**src/rtl/mem_rd_arbiter.sv**
```systemverilog
// Round-robin read arbiter plus bulk-write sequencer for the shared image/filter memory.
// Read: gnt 1 cycle after req is sampled, rsp 1 cycle later; a write pending in ARB pre-empts reads.
module mem_rd_arbiter #(
   parameter int ADDR_W   = 8,
   parameter int DATA_W   = 32,
   parameter int MEM_SIZE = 128
) (
   input  logic              clk,
   input  logic              rst_n,
   input  logic [1:0]        req,
   input  logic [ADDR_W-1:0] addr0,
   input  logic [ADDR_W-1:0] addr1,
   output logic [1:0]        gnt,
   output logic [1:0]        rsp_valid,
   output logic [DATA_W-1:0] rsp_data,
   output logic              rsp_err,
   input  logic              wr_req,
   output logic              wr_done,
   output logic [ADDR_W-1:0] mem_rd_adr,
   input  logic [DATA_W-1:0] mem_rd_data,
   output logic              mem_write_en,
   output logic              busy
);

   typedef enum logic [1:0] {ARB, READ, WRITE, WDONE} state_t;

   localparam logic [ADDR_W:0] MEM_LIM = (ADDR_W+1)'(MEM_SIZE);

   state_t state;
   state_t state_nxt;
   logic   last;
   logic   win;
   logic   win_nxt;
   logic   rd_take;
   logic   rd_oor;

   always_ff @(posedge clk or negedge rst_n) begin
      if (!rst_n) begin
         state <= ARB;
      end else begin
         state <= state_nxt;
      end
   end

   // On a tie the requester that did not win last time is served.
   always_comb begin
      state_nxt = state;
      rd_take   = 1'b0;
      win_nxt   = win;
      case (state)
         ARB: begin
            if (wr_req) begin
               state_nxt = WRITE;
            end else if (req != 2'b00) begin
               rd_take   = 1'b1;
               state_nxt = READ;
               win_nxt   = (req == 2'b11) ? ~last : req[1];
            end
         end
         READ:    state_nxt = ARB;
         WRITE:   state_nxt = WDONE;
         WDONE:   state_nxt = ARB;
         default: state_nxt = ARB;
      endcase
   end

   assign rd_oor       = ({1'b0, mem_rd_adr} >= MEM_LIM);
   assign mem_write_en = (state == WRITE);
   assign wr_done      = (state == WDONE);
   assign busy         = (state != ARB);

   always_ff @(posedge clk or negedge rst_n) begin
      if (!rst_n) begin
         gnt        <= 2'b00;
         rsp_valid  <= 2'b00;
         rsp_data   <= '0;
         rsp_err    <= 1'b0;
         mem_rd_adr <= '0;
         last       <= 1'b1;
         win        <= 1'b0;
      end else begin
         gnt       <= 2'b00;
         rsp_valid <= 2'b00;
         if (rd_take) begin
            mem_rd_adr <= win_nxt ? addr1 : addr0;
            gnt        <= win_nxt ? 2'b10 : 2'b01;
            last       <= win_nxt;
            win        <= win_nxt;
         end
         // Out-of-range reads return zero rather than whatever the memory decodes.
         if (state == READ) begin
            rsp_valid <= win ? 2'b10 : 2'b01;
            rsp_data  <= rd_oor ? '0 : mem_rd_data;
            rsp_err   <= rd_oor;
         end
      end
   end

endmodule
```
**config.mk**
```make
export PLATFORM = sky130hd
export DESIGN_NAME = mem_rd_arbiter
export DESIGN_NICKNAME = d
export VERILOG_FILES = /design/src/rtl/mem_rd_arbiter.sv
export SDC_FILE = /design/constraint.sdc
export NUM_CORES = 1
export LEC_CHECK = 0
export BUFFER_PORTS_ARGS = -buffer_cell sky130_fd_sc_hd__buf_2
export CAP_MARGIN = 15
export CORE_UTILIZATION = 45
export CTS_CLUSTER_SIZE = 20
export DETAILED_ROUTE_END_ITERATION = 16
export HOLD_SLACK_MARGIN = 0.08
export PLACE_DENSITY = 0.89
export RECOVER_POWER = 50
export SYNTH_ARGS = -nofsm -noshare
export SYNTH_HDL_FRONTEND = slang
export SYNTH_SLANG_ARGS = --single-unit
```
**constraint.sdc**
```tcl
create_clock -name clk -period 1.96 [get_ports clk]
set_input_delay 0.196 -clock clk [delete_from_list [all_inputs] [get_ports clk]]
set_output_delay 0.196 -clock clk [all_outputs]
set_load 0.01 [all_outputs]
```
==> reports/results.tsv, run 1 <==
metric	value	unit
outcome	completed	
ys_top_cells_by_area	dfrtp_1, nand2b_1, o21ai_0	
tightest_slew	1170	ps
routedWlPerCell	12.5	µm
wirelength	4.46	mm
via_count	1738	
grt_busiest_layer	met2	
p_leak	1.36	nW
worstSetupStartpointType	flip-flop	
use_met1	24.4	%
crit_type	flip-flop to output port	
place_inst	347	
syn_inst	207	
critPathMaxFanout	35	
maxCapViolCount	0	
drc	0	
finalWeightedCongestion	0.822	
fin_cells	356	
cpPeakStageDelay	900	ps
synth_seq_cells	49	
use_met2	33.2	%
clockRootBuffer	clkbuf_8	
die_area	4850	µm²
cpMaxStageDelayCell	dfrtp_1	
regArea	1230	µm²
area.growth.synth_to_final	30.1	%
path_buf_inv	1	
ys_seq_area_share	59.6	%
die_h	69.6	µm
timing.rr.start	state[0]	
irDropWorstVdd	0.000876	V
final.setup.tns	0	ps
synth_fp_nets	260	
layout.nets	356	
hold_path_end	mem_rd_adr[2]	
worstHoldStart	addr1[2]	
rr_endpoint	mem_rd_adr[0]	
rows	24	
fillers	397	
drive_above_1_share	30.6	%
tritoncts	built	
start_util	46.9	%
clk-insertion-delay-late	290	ps
grt_pass1_vias	1686	
drv_slew	0	
coreArea	4380	µm²
yosys_warnings	0	
drtAntennaViolNets	0	
path_delay_family	flip-flops	
antenna_found_initial	0	
drt_iter0_markers	69	
grt_usage	19.6	%
slew_headroom	22.2	%
p_per_area	1490	nW/µm²
portBuffers	100	
synth.avg_cell_area	9.94	µm²
synth_top_cell_area_share	58.4	%
ios	101	
cts-htree-levels	2	
worstHoldPathType	primary input to flip-flop	
cts_resized	0	
period_minus_slack	1640	ps
post-route-period-util	83.9	%
clockBufferDepth	2	
finalHoldViolCount	0	
grtUsageMet3	4.07	%
skew	3.86	ps
place_area	2590	µm²
holdPathStages	2	
syn_area	2060	µm²
ys_types	22	
setup-violations-final	0	
cp_cell_sequence	buf_2	
post-route-util	61.1	%
grt_max_degree	50	
clk_pin_slew_worst_paths	80	ps
antennaDiodeCount	0	
fmax	608	MHz
finish.instance_area	2680	µm²
yosysTopAreaCell	dfrtp_1	
rr_worst_depth	3	
grt_pass1_wl	7.45	mm
die_x	69.6	µm
via_per_inst	4.88	
rsz0062_at_grt	no	
required	1760	ps
reg2reg_slack	380	ps
cts-buffers-inserted	5	
critPathArrivalTime	1450	ps
end_kind	output port	
drt_pass1_iterations	5	
multi_input_area	757	µm²
clock_sinks	49	
overflow	0	
dp_hpwl	3.27	mm
timing repair:
item / in CTS / in global routing
hold buffers: 1 / 0
endpoints found under the hold margin: 48 / 0
buffers inserted: 0 / 0
synth_stat cells (all sizes together):
master,number
nor2b,1
nor3,9
mux2,1
nand2b,33
and2,1
inv,2
dfrtp,48
buf,5
nand2,41
or2,2
clkbuf,10
a21oi,3
dfstp,1
nor2,5
or3,1
o21ai,32
nor3b,1
a221o,8
and3,2
o21bai,1
stage by stage:
stage | power, mW | hold slack, ps | setup WS [ps]
2_1_floorplan | 2.70 | -99.6 | 458
3_3_place_gp | 3.28 | 200 | 470
3_5_place_dp | 3.37 | 213 | 406
4_1_cts | 4.09 | 130 | 274
5_1_grt | 4.34 | 129 | 188
6_report | 4.00 | 138 | 315
sequential cells by signal (all words and copies together), names as in the netlist:
| signal | count |
|---|---|
| rsp_data | 32 |
| mem_rd_adr | 8 |
| gnt | 2 |
| rsp_valid | 2 |
| state | 2 |
| last | 1 |
| rsp_err | 1 |
| win | 1 |
layer usage:
layer	share of wire, %	vias up
met1	43	799
met5	0	-
met4	2.2	0
li1	-	877
met2	51	53
met3	4.2	9
how the worst max path moves through the flow:
| stage | cells after the start | startpoint | end | slack [ps] |
|---|---|---|---|---|
| after floorplan | 4 | state[0] | mem_rd_adr[0] | 460 |
| after global placement | 3 | state[0] | mem_rd_adr[7] | 470 |
| after detailed placement | 3 | state[0] | mem_rd_adr[0] | 410 |
| after CTS | 1 | mem_rd_adr[7] | mem_rd_adr[7] | 270 |
| after global routing | 1 | mem_rd_adr[7] | mem_rd_adr[7] | 190 |
| final | 1 | mem_rd_adr[7] | mem_rd_adr[7] | 320 |
cell families (layout without fill, tap and decap cells):
logic type	Yosys count	after routing	share of synthesized area, %
AOI/OAI and AO/OA	44	44	12.8
buffers and inverters	17	114	3.71
DFF	49	49	59.6
muxes	1	1	0.547
and+or+nand+nor	96	96	23.3
final cells by class:
type,instances,area share (%)
flip-flops and latches,49,45.8
inverters,2,0.280
multi-input cells,141,28.3
repair buffers,104,18.8
well taps,52,2.43
clock inverters,1,1.12
clock buffers,7,3.22
where the power goes:
part | switching, mW | internal (mW) | total, mW
clock | 0.305 | 0.416 | 0.721
sequential | 0.304 | 1.44 | 1.75
combinational | 0.859 | 0.677 | 1.54
cell usage in the layout (no fill, tap or decap):
cell           synthesis  layout
nor2b_1                1       1
nand2_1               41      41
buf_2                  4      79
and2_1                 1       1
inv_1                  2       2
or2_1                  2       2
dlygate4sd3_1          0       1
dfrtp_1               48      48
buf_4                  0       2
a221o_1                8       8
clkbuf_1              10      22
nor2_1                 5       5
a21oi_1                3       3
or3_1                  1       1
and3_1                 2       2
nor3b_2                1       1
nor3_1                 9       9
o21ai_1                1       1
o21bai_1               1       1
dfstp_2                1       1
o21ai_0               31      31
clkbuf_8               0       6
nand2b_2               0       1
nand2b_1              33      32
bufinv_16              0       1
mux2_2                 1       1
clkbuf_2               0       1
(Power assumes the default switching activity.)
==> inputs of run 2 (changes only) <==
--- a/config.mk
+++ b/config.mk
@@ -5,13 +5,14 @@
 export SDC_FILE = /design/constraint.sdc
 export NUM_CORES = 1
 export LEC_CHECK = 0
+export ABC_AREA = 1
 export BUFFER_PORTS_ARGS = -buffer_cell sky130_fd_sc_hd__buf_2
 export CAP_MARGIN = 15
-export CORE_UTILIZATION = 45
+export CORE_UTILIZATION = 40
 export CTS_CLUSTER_SIZE = 20
 export DETAILED_ROUTE_END_ITERATION = 16
 export HOLD_SLACK_MARGIN = 0.08
-export PLACE_DENSITY = 0.89
+export PLACE_DENSITY = 0.85
 export RECOVER_POWER = 50
 export SYNTH_ARGS = -nofsm -noshare
 export SYNTH_HDL_FRONTEND = slang
==> constraint.sdc (replaced) <==
create_clock -name clk -period 1.5 [get_ports clk]
set_input_delay 0.15 -clock clk [delete_from_list [all_inputs] [get_ports clk]]
set_output_delay 0.15 -clock clk [all_outputs]
set_load 0.01 [all_outputs]
==> reports/results.tsv, run 2 <==
metric	value	unit	change
via_per_inst	4.92		+0.73%
tritoncts	built		
finish.instance_area	2770	µm²	+3.6%
critPathMaxFanout	10		-71%
drive_above_1_share	34.7	%	+4.1 points
die_x	71.3	µm	+2.4%
finalHoldViolCount	0		unchanged
yosys_warnings	0		unchanged
portBuffers	100		unchanged
use_met1	21.3	%	-3.1 points
largest_reg_flops	32		unchanged
synth_fp_nets	212		-18%
coreArea	4470	µm²	+2.1%
cp.depth	6		+5
syn_area	1920	µm²	-6.7%
ys_top_cells_by_area	dfrtp_1, a22o_1, nand2_1		
cts-htree-levels	2		unchanged
regArea	1230	µm²	unchanged
violations	design-rule violations		
regMostFlops	rsp_data		
multi_input_area	581	µm²	-23%
fmax	743	MHz	
synth_seq_cells	49		unchanged
worstHoldPathType	primary input to flip-flop		
final_common_cell	buf_2		
drt_pass1_iterations	10		+5
overflow	0		unchanged
cts-buffers-inserted	5		unchanged
yosysTopAreaCell	dfrtp_1		
netlist_top_cells_count	dfrtp_1, a22o_1, nand2_1, nand3_1, inv_1		
reg2reg_slack	150	ps	-230 ps
die_h	71.3	µm	+2.4%
clk-insertion-delay-late	280	ps	about the same
synth.avg_cell_area	12.1	µm²	+21%
synth.most_common_cell	dfrtp_1		
rr_endpoint	mem_rd_adr[2]		
synth_ff_type	dfrtp_1		
power.total	5.07	mW	+27%
worstHoldStart	mem_rd_data[14]		
path_buf_inv	2		+1
antenna_found_initial	0		unchanged
startpoint	state[0]		
die_area	5080	µm²	+4.8%
final_cell_mix	buf_2, dfrtp_1, a22o_1		
post_cts_buffers	0		unchanged
finalWeightedCongestion	0.686		-17%
ios	101		unchanged
crit_end	mem_rd_adr[2]		
grtUsageMet3	3.66	%	-0.41 points
post-route-period-util	89.7	%	
critPathArrivalTime	1520	ps	+70 ps
dp_hpwl	2.95	mm	-9.7%
start_util	42.9	%	-4.0 points
timing.rr.start	state[0]		
drt_iter0_markers	90		+30%
cp_cell_sequence	nor2_4, inv_2, nor2_4, inv_2, nand2_1, nand3_1		
cpMaxStageDelayCell	dfrtp_1		
rr_worst_depth	6		+3
grt_pass1_wl	7.09	mm	-4.9%
wirelength	4.52	mm	+1.3%
period_minus_slack	1350	ps	
top_regs	rsp_data x32, mem_rd_adr x8		
maxCapViolCount	0		unchanged
grt_pass1_vias	1620		-3.9%
cpPeakStageDelay	490	ps	-410 ps
end_kind	flip-flop		
syn_inst	159		-23%
layout.nets	341		-4.2%
synth_top_cell_area_share	62.5	%	+4.2 points
ys_types	17		-23%
routedWlPerCell	13.3	µm	+6.1%
path_delay_family	simple AND/OR/NAND/NOR gates		
setup-violations-final	0		unchanged
area.growth.synth_to_final	44.4	%	
clockRootBuffer	clkbuf_8		
use_met2	31.9	%	-1.4 points
slew_headroom	64.8	%	+43 points
grt_max_degree	34		-32%
drtAntennaViolNets	0		unchanged
tightest_slew	528	ps	-638 ps
required	1680	ps	-80 ps
rsz0062_at_grt	no		
clk_pin_slew_worst_paths	80	ps	about the same
skew	5.47	ps	+1.61 ps
grt_busiest_layer	met2		
synth_edf_count	0		unchanged
rows	24		unchanged
crit_type	flip-flop to flip-flop		
worstSetupStartpointType	flip-flop		
p_leak	1.45	nW	+6.9%
final.setup.tns	0	ps	unchanged
clock_sinks	49		unchanged
async_flop_share	100	%	unchanged
via_count	1672		-3.8%
irDropWorstVdd	0.000788	V	-10%
ys_seq_area_share	63.9	%	+4.3 points
drc	9		+9
drv_slew	0		unchanged
place_area	2480	µm²	-4.4%
fillers	373		-6.0%
p_per_area	1830	nW/µm²	+22%
antennaDiodeCount	0		unchanged
holdPathStages	2		unchanged
outcome	finished, violations left		
grt_usage	18.0	%	-1.6 points
clockBufferDepth	2		unchanged
-- run 2: final cells by class --
cell class	instances	area share, %
Multi-Input combinational cell	91	20.9
Inverter	11	1.49
Tap cell	52	2.35
Sequential cell	49	44.2
Clock buffer	7	3.11
Timing Repair Buffer	130	27.9
-- run 2: repair_timing --
item,CTS,global route
endpoints found under the setup margin,0,1
resized for setup,0,0
hold endpoints to repair,39,5
hold buffers,20,5
-- run 2: per-stage QoR --
stage,hold slack [ps],std cells,setup slack [ps],utilization [%]
floorplan,-146,159,370,-
global route,81.4,340,11.2,62.0
finish,86.0,340,154,62.0
global placement,139,308,217,55.4
detailed placement,151,308,129,55.4
CTS,82.1,335,131,61.8
-- run 2: routing by layer --
metal  vias to the layer above  part of all wire (%)
met5                         -                     0
met4                         0                   1.1
met3                         6                   7.3
met2                        89                    50
met1                       770                    41
li1                        807                     -
-- run 2: how the worst min path moves through the flow --
stage	to	slack, ps
after global placement	rsp_data[24]	140
after global routing	rsp_data[14]	80
after floorplan	gnt[0]	-150
after CTS	rsp_data[2]	80
after detailed placement	rsp_data[24]	150
final	rsp_data[14]	90
-- run 2: logic make-up (layout without fill, tap and decap cells) --
logic type	count (synthesis)	count (layout)	synth area share, %
flip-flops	49	49	63.9
AND/OR/NAND/NOR	54	54	14.1
AO/OA/AOI/OAI	37	37	16.1
buffers and inverters	19	148	5.86
-- run 2: worst register-to-register path, cell delays in order, from the launching register on --
cell     delay, ps
dfrtp_1        490
nor2_4         190
inv_2           80
nor2_4         200
inv_2          120
nand2_1         80
nand3_1         70
-- run 2: power breakdown --
part / switching (mW) / total [mW] / internal [mW]
Sequential: 0.330 / 2.20 / 1.87
Combinational: 1.16 / 2.13 / 0.968
Clock: 0.381 / 0.747 / 0.366
Total: 1.87 / 5.07 / 3.20
==> inputs of run 3 (changes only) <==
--- a/config.mk
+++ b/config.mk
@@ -5,10 +5,9 @@
 export SDC_FILE = /design/constraint.sdc
 export NUM_CORES = 1
 export LEC_CHECK = 0
-export ABC_AREA = 1
 export BUFFER_PORTS_ARGS = -buffer_cell sky130_fd_sc_hd__buf_2
 export CAP_MARGIN = 15
-export CORE_UTILIZATION = 40
+export CORE_UTILIZATION = 41
 export CTS_CLUSTER_SIZE = 20
 export DETAILED_ROUTE_END_ITERATION = 16
 export HOLD_SLACK_MARGIN = 0.08
==> constraint.sdc (replaced) <==
create_clock -name clk -period 1.5 [get_ports clk]
set_input_delay 0.15 -clock clk [delete_from_list [all_inputs] [get_ports clk]]
set_output_delay 0.15 -clock clk [all_outputs]
set_load 0.05 [all_outputs]
==> reports/results.tsv, run 3 (synthesis gave the netlist of run 1 again) <==
metric	value	unit	change
outcome	completed		
via_per_inst	4.65		-5.5%
start_util	43.0	%	+0.081 points
overflow	0		unchanged
skew	4.48	ps	-0.993 ps
worstSetupStartpointType	flip-flop		
finalHoldViolCount	0		unchanged
p_per_area	2490	nW/µm²	+36%
worst_slack	99.9	ps	-54.5 ps
die_area	5310	µm²	+4.4%
top_regs	rsp_data x32, mem_rd_adr x8		
die_x	72.9	µm	+2.2%
pwr-share-seq	31.3	%	-12 points
worstHoldPathType	primary input to flip-flop		
drtAntennaViolNets	0		unchanged
critPathMaxFanout	9		-1
drt_pass1_iterations	4		-6
dp_hpwl	3.43	mm	+16%
layout.nets	366		+7.3%
slew_headroom	57.4	%	-7.4 points
regMostFlops	rsp_data		
irDropWorstVdd	0.00142	V	+80%
post-route-period-util	93.3	%	+3.6 points
internal_power	3.42	mW	+6.9%
drive_above_1_share	33.1	%	-1.6 points
p_sw_share	51.4	%	+15 points
finalWeightedCongestion	0.744		+8.5%
end_kind	flip-flop		
clockPowerShare	13.3	%	-1.4 points
place_area	2660	µm²	+7.5%
grt_usage	18.4	%	+0.43 points
cts-buffers-inserted	5		unchanged
maxCapViolCount	0		unchanged
p_comb_share	55.4	%	+13 points
required	1680	ps	about the same
die_h	72.9	µm	+2.2%
critPathArrivalTime	1580	ps	+60 ps
antenna_found_initial	0		unchanged
antennaDiodeCount	0		unchanged
grt_max_degree	34		unchanged
drt_iter0_markers	48		-47%
drc	0		-9
ios	101		unchanged
cts-htree-levels	2		unchanged
fillers	437		+17%
p_sw	3.62	mW	+94%
grt_pass1_vias	1711		+5.6%
rows	25		+4.2%
routedWlPerCell	12.2	µm	-8.5%
fmax	714	MHz	-3.9%
rsz0062_at_grt	no		
clockRootBuffer	clkbuf_8		
grt_pass1_wl	7.47	mm	+5.4%
clk_pin_slew_worst_paths	90	ps	about the same
finish.instance_area	2830	µm²	+1.8%
area.growth.synth_to_final	37.3	%	
final.setup.tns	0	ps	unchanged
wirelength	4.64	mm	+2.6%
post-place-ws	45.5	ps	-83.5 ps
p_leak	1.42	nW	-2.4%
final_cell_mix	buf_2, dfrtp_1, nand2_1		
period_minus_slack	1400	ps	+54.5 ps
portBuffers	100		unchanged
clk-insertion-delay-late	290	ps	about the same
largest_reg_flops	32		unchanged
clockBufferDepth	2		unchanged
clock_sinks	49		unchanged
via_count	1771		+5.9%
tightest_slew	642	ps	+114 ps
setup-violations-final	0		unchanged
crit_type	flip-flop to flip-flop		
power.total	7.05	mW	+39%
coreArea	4790	µm²	+7.0%
post-route-util	59.0	%	-3.0 points
final_common_cell	buf_2		
tritoncts	built		
drv_slew	0		unchanged
[run 3: changes by cell type in the layout (fill, tap and decap cells not counted), sizes merged, moves of 14 or more]
cell         previous run  this run
nand2b                  0        33
a22o                   32         0
o21ai                   2        32
dlygate4sd3            25         6
nand3                  19         0
nand2                  27        41
[run 3: area by class of cell]
| cell class | instances | area (µm²) | share of cell area, % |
|---|---|---|---|
| Timing Repair Buffer | 114 | 621 | 22.0 |
| Inverter | 2 | 7.51 | 0.266 |
| Sequential cell | 49 | 1230 | 43.5 |
| Clock buffer | 5 | 68.8 | 2.44 |
| Tap cell | 67 | 83.8 | 2.97 |
| Clock inverter | 3 | 46.3 | 1.64 |
| Multi-Input combinational cell | 141 | 769 | 27.2 |
[run 3: through the flow]
stage,std cells,hold slack (ps)
floorplan,207,-146
global placement,367,23.0
detailed placement,367,28.8
CTS,381,82.3
global route,381,83.8
finish,381,93.6
[run 3: worst paths after layout]
kind                                 startpoint             to  slack, ps  cells past startpoint
worst max-delay path                   state[0]  mem_rd_adr[4]        100                      3
worst min-delay path            mem_rd_data[28]   rsp_data[28]         90                      3
worst max register to register         state[0]  mem_rd_adr[4]        100                      3
worst min register to register             last           last        480                      2
max in group asynchronous                 rst_n           last        350                      3
min in group asynchronous                 rst_n   rsp_data[21]        360                      2
[run 3: timing repair]
item                                    in CTS  in global routing
hold endpoints to repair                    53                  0
gates resized for setup                      1                  4
endpoints found under the setup margin       1                  9
setup buffers                                0                  0
pin swaps                                    0                  0
hold buffers                                 6                  0
[run 3: critical path: stages, from the launching register on]
cell and delay [ps]:
dfrtp_1 420, or2_4 260, or2_4 280, a221o_1 330
[run 3: power by group through the flow]
stage	registers [mW]	logic [mW]	clock network, mW
after floorplan	3.93	1.24	0
after global placement	2.20	3.90	0
after detailed placement	2.21	3.98	0
after CTS	2.20	3.99	0.968
after global routing	2.28	4.20	1.02
final	2.21	3.91	0.936
[run 3: layer usage]
metal / wire (µm) / vias to the layer above / track usage, %
met5: 0 / - / 0
li1: - / 894 / -
met3: 237 / 6 / 5.25
met4: 53 / 0 / 6.54
met1: 2050 / 807 / 21.1
met2: 2300 / 64 / 32.7
